<file path="config.mk">
export PLATFORM = sky130hd
export DESIGN_NAME = dft_wb_arbiter
export DESIGN_NICKNAME = d
export VERILOG_FILES = /design/src/rtl/dft_wb_arb_pkg.sv /design/src/rtl/dft_wb_arb_timer.sv /design/src/rtl/dft_wb_arbiter.sv
export SDC_FILE = /design/constraint.sdc
export NUM_CORES = 1
export LEC_CHECK = 0
export BUFFER_PORTS_ARGS = -buffer_cell sky130_fd_sc_hd__buf_4
export CORE_AREA = 2 2 123 125
export DETAILED_ROUTE_END_ITERATION = 6
export DIE_AREA = 0 0 125 127
export GPL_TIMING_DRIVEN = 0
export PLACE_DENSITY_LB_ADDON = 0.3
export SYNTH_ARGS = -nofsm -noshare
export SYNTH_HDL_FRONTEND = slang
export SYNTH_SLANG_ARGS = --single-unit
</file>
<file path="constraint.sdc">
create_clock -name wb_clk_i -period 2.65 [get_ports wb_clk_i]
set_input_delay 0.3975 -clock wb_clk_i [delete_from_list [all_inputs] [get_ports wb_clk_i]]
set_output_delay 0.3975 -clock wb_clk_i [all_outputs]
set_load 0.005 [all_outputs]
</file>
<file path="src/rtl/dft_wb_arb_pkg.sv">
// Shared definitions for the two-requester Wishbone arbiter in front of the DFT core.
// Contents:
//   arb_state_t      - arbiter states IDLE / OWN / ABORT
//   DEFAULT_TIMEOUT  - default stall-cycle limit before an abort
//   pick_winner()    - round-robin choice between the two requesters
package dft_wb_arb_pkg;

  typedef enum logic [1:0] {
    IDLE  = 2'd0,
    OWN   = 2'd1,
    ABORT = 2'd2
  } arb_state_t;

  localparam int DEFAULT_TIMEOUT = 255;

  // When both request, the one not granted last wins. A lone requester
  // always wins, regardless of history.
  function automatic logic pick_winner(input logic [1:0] req, input logic last_grant);
    if (req == 2'b11) begin
      return ~last_grant;
    end else if (req[1]) begin
      return 1'b1;
    end else begin
      return 1'b0;
    end
  endfunction

endpackage

</file>
<file path="src/rtl/dft_wb_arb_timer.sv">
// Stall counter for the arbiter: counts consecutive unacknowledged strobe
// cycles of the current owner and flags when the limit is reached.
// Ports:
//   clk    - clock, rising edge
//   rst    - synchronous active-high reset
//   clear  - zero the count (has priority over inc)
//   inc    - count one more stall cycle
//   expire - count equals TIMEOUT-1
module dft_wb_arb_timer
  import dft_wb_arb_pkg::*;
#(
  parameter int TIMEOUT = DEFAULT_TIMEOUT
) (
  input  logic clk,
  input  logic rst,
  input  logic clear,
  input  logic inc,
  output logic expire
);

  localparam int CW = $clog2(TIMEOUT + 1);

  logic [CW-1:0] r_count;

  assign expire = (r_count == CW'(TIMEOUT - 1));

  // Holding at the limit keeps the count in range for the single cycle
  // before the arbiter leaves OWN and the clear takes effect.
  always_ff @(posedge clk) begin
    if (rst || clear) begin
      r_count <= '0;
    end else if (inc && !expire) begin
      r_count <= r_count + CW'(1);
    end
  end

endmodule

</file>
<file path="src/rtl/dft_wb_arbiter.sv">
// Two-requester Wishbone arbiter sharing one DFT-core slave port.
// Round-robin arbitration in IDLE, ownership held for the whole cyc_i
// window, and a one-cycle ABORT (err + timeout pulse) when the core stalls
// the owner's strobe for TIMEOUT cycles.
// Ports:
//   wb_clk_i, wb_rst_i        - clock, synchronous active-high reset
//   m0_* / m1_*               - requester Wishbone ports (adr/dat/sel/we/cyc/stb in,
//                               dat/ack/err out)
//   s_*                       - shared core port (adr/dat/sel/we/cyc/stb out, dat/ack in)
//   grant_o                   - one-hot owner in OWN/ABORT, 2'b00 in IDLE
//   timeout_o                 - one-cycle pulse while aborting
module dft_wb_arbiter
  import dft_wb_arb_pkg::*;
#(
  parameter int ADDR_WIDTH = 32,
  parameter int DATA_WIDTH = 32,
  parameter int TIMEOUT    = DEFAULT_TIMEOUT
) (
  input  logic                  wb_clk_i,
  input  logic                  wb_rst_i,
  input  logic [ADDR_WIDTH-1:0] m0_adr_i,
  input  logic [DATA_WIDTH-1:0] m0_dat_i,
  input  logic [3:0]            m0_sel_i,
  input  logic                  m0_we_i,
  input  logic                  m0_cyc_i,
  input  logic                  m0_stb_i,
  output logic [DATA_WIDTH-1:0] m0_dat_o,
  output logic                  m0_ack_o,
  output logic                  m0_err_o,
  input  logic [ADDR_WIDTH-1:0] m1_adr_i,
  input  logic [DATA_WIDTH-1:0] m1_dat_i,
  input  logic [3:0]            m1_sel_i,
  input  logic                  m1_we_i,
  input  logic                  m1_cyc_i,
  input  logic                  m1_stb_i,
  output logic [DATA_WIDTH-1:0] m1_dat_o,
  output logic                  m1_ack_o,
  output logic                  m1_err_o,
  output logic [ADDR_WIDTH-1:0] s_adr_o,
  output logic [DATA_WIDTH-1:0] s_dat_o,
  output logic [3:0]            s_sel_o,
  output logic                  s_we_o,
  output logic                  s_cyc_o,
  output logic                  s_stb_o,
  input  logic [DATA_WIDTH-1:0] s_dat_i,
  input  logic                  s_ack_i,
  output logic [1:0]            grant_o,
  output logic                  timeout_o
);

  // Requester inputs gathered by index so the owner mux is a plain select.
  logic [ADDR_WIDTH-1:0] w_adr [2];
  logic [DATA_WIDTH-1:0] w_dat [2];
  logic [3:0]            w_sel [2];
  logic [1:0]            w_we;
  logic [1:0]            w_cyc;
  logic [1:0]            w_stb;

  assign w_adr[0] = m0_adr_i;
  assign w_adr[1] = m1_adr_i;
  assign w_dat[0] = m0_dat_i;
  assign w_dat[1] = m1_dat_i;
  assign w_sel[0] = m0_sel_i;
  assign w_sel[1] = m1_sel_i;
  assign w_we     = {m1_we_i,  m0_we_i};
  assign w_cyc    = {m1_cyc_i, m0_cyc_i};
  assign w_stb    = {m1_stb_i, m0_stb_i};

  arb_state_t r_state;
  arb_state_t w_state_next;
  logic       r_owner;
  logic       r_last_grant;
  logic       w_winner;
  logic       w_expire;
  logic       w_stall_inc;
  logic       w_stall_clr;
  logic       w_drive_bus;
  logic       w_abort_out;
  logic       w_show_grant;
  logic [1:0] w_ack;
  logic [1:0] w_err;

  assign w_winner = pick_winner(w_cyc, r_last_grant);

  // A stall is an owner strobe the core has not yet acknowledged.
  assign w_stall_inc = (r_state == OWN) && w_stb[r_owner] && !s_ack_i;
  assign w_stall_clr = (r_state != OWN) || s_ack_i || !w_stb[r_owner];

  dft_wb_arb_timer #(
    .TIMEOUT (TIMEOUT)
  ) u_timer (
    .clk    (wb_clk_i),
    .rst    (wb_rst_i),
    .clear  (w_stall_clr),
    .inc    (w_stall_inc),
    .expire (w_expire)
  );

  // State register; owner and last-grant are captured on the IDLE->OWN edge.
  always_ff @(posedge wb_clk_i) begin
    if (wb_rst_i) begin
      r_state      <= IDLE;
      r_owner      <= 1'b0;
      r_last_grant <= 1'b1;
    end else begin
      r_state <= w_state_next;
      if ((r_state == IDLE) && (|w_cyc)) begin
        r_owner      <= w_winner;
        r_last_grant <= w_winner;
      end
    end
  end

  // Next state. A late ack at the limit suppresses the abort.
  always_comb begin
    w_state_next = r_state;
    case (r_state)
      IDLE: begin
        if (|w_cyc) w_state_next = OWN;
      end
      OWN: begin
        if (w_expire && !s_ack_i) begin
          w_state_next = ABORT;
        end else if (!w_cyc[r_owner]) begin
          w_state_next = IDLE;
        end
      end
      ABORT:   w_state_next = IDLE;
      default: w_state_next = IDLE;
    endcase
  end

  // Output decode. Reset masks everything in the same cycle it is sampled.
  always_comb begin
    w_drive_bus  = 1'b0;
    w_abort_out  = 1'b0;
    w_show_grant = 1'b0;
    if (!wb_rst_i) begin
      case (r_state)
        OWN: begin
          w_drive_bus  = 1'b1;
          w_show_grant = 1'b1;
        end
        ABORT: begin
          w_abort_out  = 1'b1;
          w_show_grant = 1'b1;
        end
        default: ;
      endcase
    end
  end

  // Only the owner ever sees ack/err; core acks outside OWN are dropped.
  for (genvar gi = 0; gi < 2; gi++) begin : g_req
    assign w_ack[gi]   = w_drive_bus  && (r_owner == 1'(gi)) && s_ack_i;
    assign w_err[gi]   = w_abort_out  && (r_owner == 1'(gi));
    assign grant_o[gi] = w_show_grant && (r_owner == 1'(gi));
  end

  assign s_adr_o   = w_drive_bus ? w_adr[r_owner] : '0;
  assign s_dat_o   = w_drive_bus ? w_dat[r_owner] : '0;
  assign s_sel_o   = w_drive_bus ? w_sel[r_owner] : '0;
  assign s_we_o    = w_drive_bus && w_we[r_owner];
  assign s_cyc_o   = w_drive_bus && w_cyc[r_owner];
  assign s_stb_o   = w_drive_bus && w_stb[r_owner];
  assign timeout_o = w_abort_out;

  assign m0_ack_o = w_ack[0];
  assign m1_ack_o = w_ack[1];
  assign m0_err_o = w_err[0];
  assign m1_err_o = w_err[1];
  assign m0_dat_o = wb_rst_i ? '0 : s_dat_i;
  assign m1_dat_o = wb_rst_i ? '0 : s_dat_i;

endmodule
</file>
==> qor.yml <==
placed_design:
  dp.cells: 812
  preCtsSetupSlack_ns: 0.436
  place.gp.congestion: 0.946
  placed_cell_area_sq_um: 4850
  dpl.hpwl_um: 11000
  portBuffers: 318
logic_synthesis:
  synthFlopType: "dfxtp_1"
  yosysTopAreaCell: "mux2i_1"
  netlist_area_sq_um: 2240
  synthCells: 310
  yosysUniqueCellTypes: 37
  ys_warn_count: 0
  synth_area_per_cell_sq_um: 7.21
  synth-edff-count: 0
  synth_area_leaders: "mux2i_1, nor2_1, buf_4, dfxtp_1, nor2b_1"
  netlist.area_leader.share_pct: 31.3
  async_flop_share_pct: 0
  yosys_register_bits: 12
  ys_seq_area_share_pct: 10.7
  syn-num-nets: 493
cells_and_area:
  area_delta_synth_final_pct: 121
  fin_area_sq_um: 4940
  diodes: 0
  fill_cells: 1559
  final_nets: 816
  drive_above_1_share_pct: 58.1
  utilization_pct: 34.3
  fin_cells: 816
sta:
  fmax_mhz: 416
  finalHoldViolCount: 0
  setup_ws_ns: 0.245
  rsz0062_at_grt: "no"
  final_max_slew_viol_count: 0
  fin_setup_tns_ns: 0
  worst_hold_slack_ns: 0.505
  tightest_slew_ns: 0.700
  setup_viol_count_final: 0
  min_period_ns: 2.41
  clock_skew_ns: 0.00365
  period_share_pct: 90.8
  relSlewSlack_pct: 53.3
clocking:
  h-tree-depth: 1
  cts_tree: "done"
  cts.path.max_buffers: 2
  cts_hold_buf: 0
  cts_buffers: 3
  post_cts_resized: 0
  cts_setup_buffers: 0
  cts_root_buffer: "clkbuf_16"
  cts.sinks: 12
  insertion_delay_ns: 0.24
  clkTransAtPathRegs_ns: 0.04
setup_path:
  max_stage_delay_ns: 0.48
  start_kind: "flip-flop"
  reg2reg_slack_ns: 0.88
  path_buf_inv: 4
  cp_data_required_time_ns: 2.25
  arrival_ns: 2.01
  cp_slowest_cell: "buf_1"
  critPathMaxFanout: 10
  critPathKind: "reg -> out"
  cp_top_family: "buffers and inverters"
  crit_chain: "inv_1, ha_1, nand2b_1, buf_2, buf_1, nor2_1, buf_4"
  end_kind: "output pin"
die:
  start_util_pct: 15.5
  die-area_sq_um: 15900
  die_x_um: 125
  core_area_sq_um: 14400
  num_rows: 44
  io_pins: 319
  die_h_um: 127
pwr:
  p_clk_share_pct: 23.5
  p_seq_share_pct: 14.6
  combPwrFrac_pct: 61.9
  total_power_mw: 1.32
  p_sw_mw: 0.415
  switching_share_pct: 31.5
  vdd.ir_drop.worst_uv: 164
  p_per_area_nw_per_um2: 266
  p_int_mw: 0.900
  power_leakage_nw: 2.52
grt:
  top_usage_layer: "met2"
  track_usage_pct: 14.2
  grt_pass1_wl_um: 18200
  overflow: 0
  antenna_found_initial: 0
  grtUsageMet3_pct: 3.06
  grt_pass1_vias: 3270
  gr-usage-met2_pct: 26.7
  use_met1_pct: 16.6
  grt_max_degree: 11
route:
  vias_per_cell: 4.06
  drc: 0
  routed_wl_um: 12500
  wire_per_inst_um: 15.3
  drt_iter0_drc: 101
  postRouteAntennaNets: 0
  firstDrtPassIters: 4
  vias: 3316
worst_hold_path:
  hold_path.class: "reg -> reg"
status:
  run_status: "finished clean"
run:
  cap_violations: 0
per-layer routing:
metal / vias to the layer above / share of wire, %
met5: - / 0
met4: 0 / 1.9
met3: 14 / 7.0
met2: 150 / 53
met1: 1495 / 38
li1: 1657 / -
cell type report:
class                   count  area, sq um  area share, %
inverters                   4         15.0          0.304
clock buffers               4         88.8           1.80
flip-flops and latches     12          240           4.86
plain buffers              54          337           6.81
well taps                 184          230           4.66
multi-input cells         240         1640           33.3
repair buffers            318         2390           48.3
cell families after synthesis:
family | count (synthesis) | synth area share (%)
multiplexers | 72 | 32.5
adder cells (fa/ha/maj) | 6 | 3.36
buffers and inverters | 58 | 15.7
XOR/XNOR | 1 | 0.392
flip-flops | 12 | 10.7
AO/OA/AOI/OAI | 21 | 6.60
AND/OR/NAND/NOR | 140 | 30.7
sequential cells by signal, summed over array words and instances, names as in the netlist:
register / count
r_last_grant: 1
r_state: 2
r_owner: 1
u_timer.r_count: 8
Yosys cell counts, types with 2 or more instances:
cell      instances
a21oi_1           9
buf_1             3
buf_2             8
buf_4            33
clkbuf_1         10
dfxtp_1          12
ha_1              6
inv_1             4
mux2i_1          70
nand2_1           6
nand3_1           2
nor2_1           76
nor2b_1          36
nor3b_1           4
o21ai_0           3
o31ai_1           3
or3_1             3
or4_1             3
power by group through the flow:
stage | clock (mW) | sequential (mW) | combinational [mW]
3_5_place_dp | 0 | 0.195 | 0.821
3_3_place_gp | 0 | 0.195 | 0.811
5_1_grt | 0.325 | 0.193 | 0.884
4_1_cts | 0.316 | 0.192 | 0.825
2_1_floorplan | 0 | 0.195 | 0.347
6_report | 0.309 | 0.192 | 0.814
worst paths after layout:
check	from	end	cells past startpoint
hold reg to reg	r_last_grant	r_last_grant	1
setup / recovery	r_state[1]	s_adr_o[31]	7
hold / removal	r_last_grant	r_last_grant	1
setup reg to reg	r_state[1]	u_timer.r_count[0]	7
cell usage in the layout (no fill, tap or decap), drive strengths merged:
master / netlist / routed
nor2: 76 / 76
nor2b: 36 / 36
nand2b: 1 / 1
and2b: 1 / 1
or3: 3 / 3
ha: 6 / 6
and2: 1 / 1
nor3b: 4 / 4
and3: 1 / 1
or4: 3 / 3
o41ai: 1 / 1
a211o: 1 / 1
nand2: 6 / 6
buf: 44 / 362
and4: 1 / 1
and3b: 1 / 1
nor3: 1 / 1
inv: 4 / 4
o21ai: 3 / 3
clkbuf: 10 / 14
a21oi: 9 / 9
nand4: 1 / 1
and4b: 1 / 1
mux2: 2 / 2
xnor2: 1 / 1
a211oi: 1 / 1
o21ba: 1 / 1
o31ai: 3 / 3
nor4: 1 / 1
nand3: 2 / 2
o2111ai: 1 / 1
dfxtp: 12 / 12
mux2i: 70 / 70
o211ai: 1 / 1
Power figures use the tool's default switching activity.
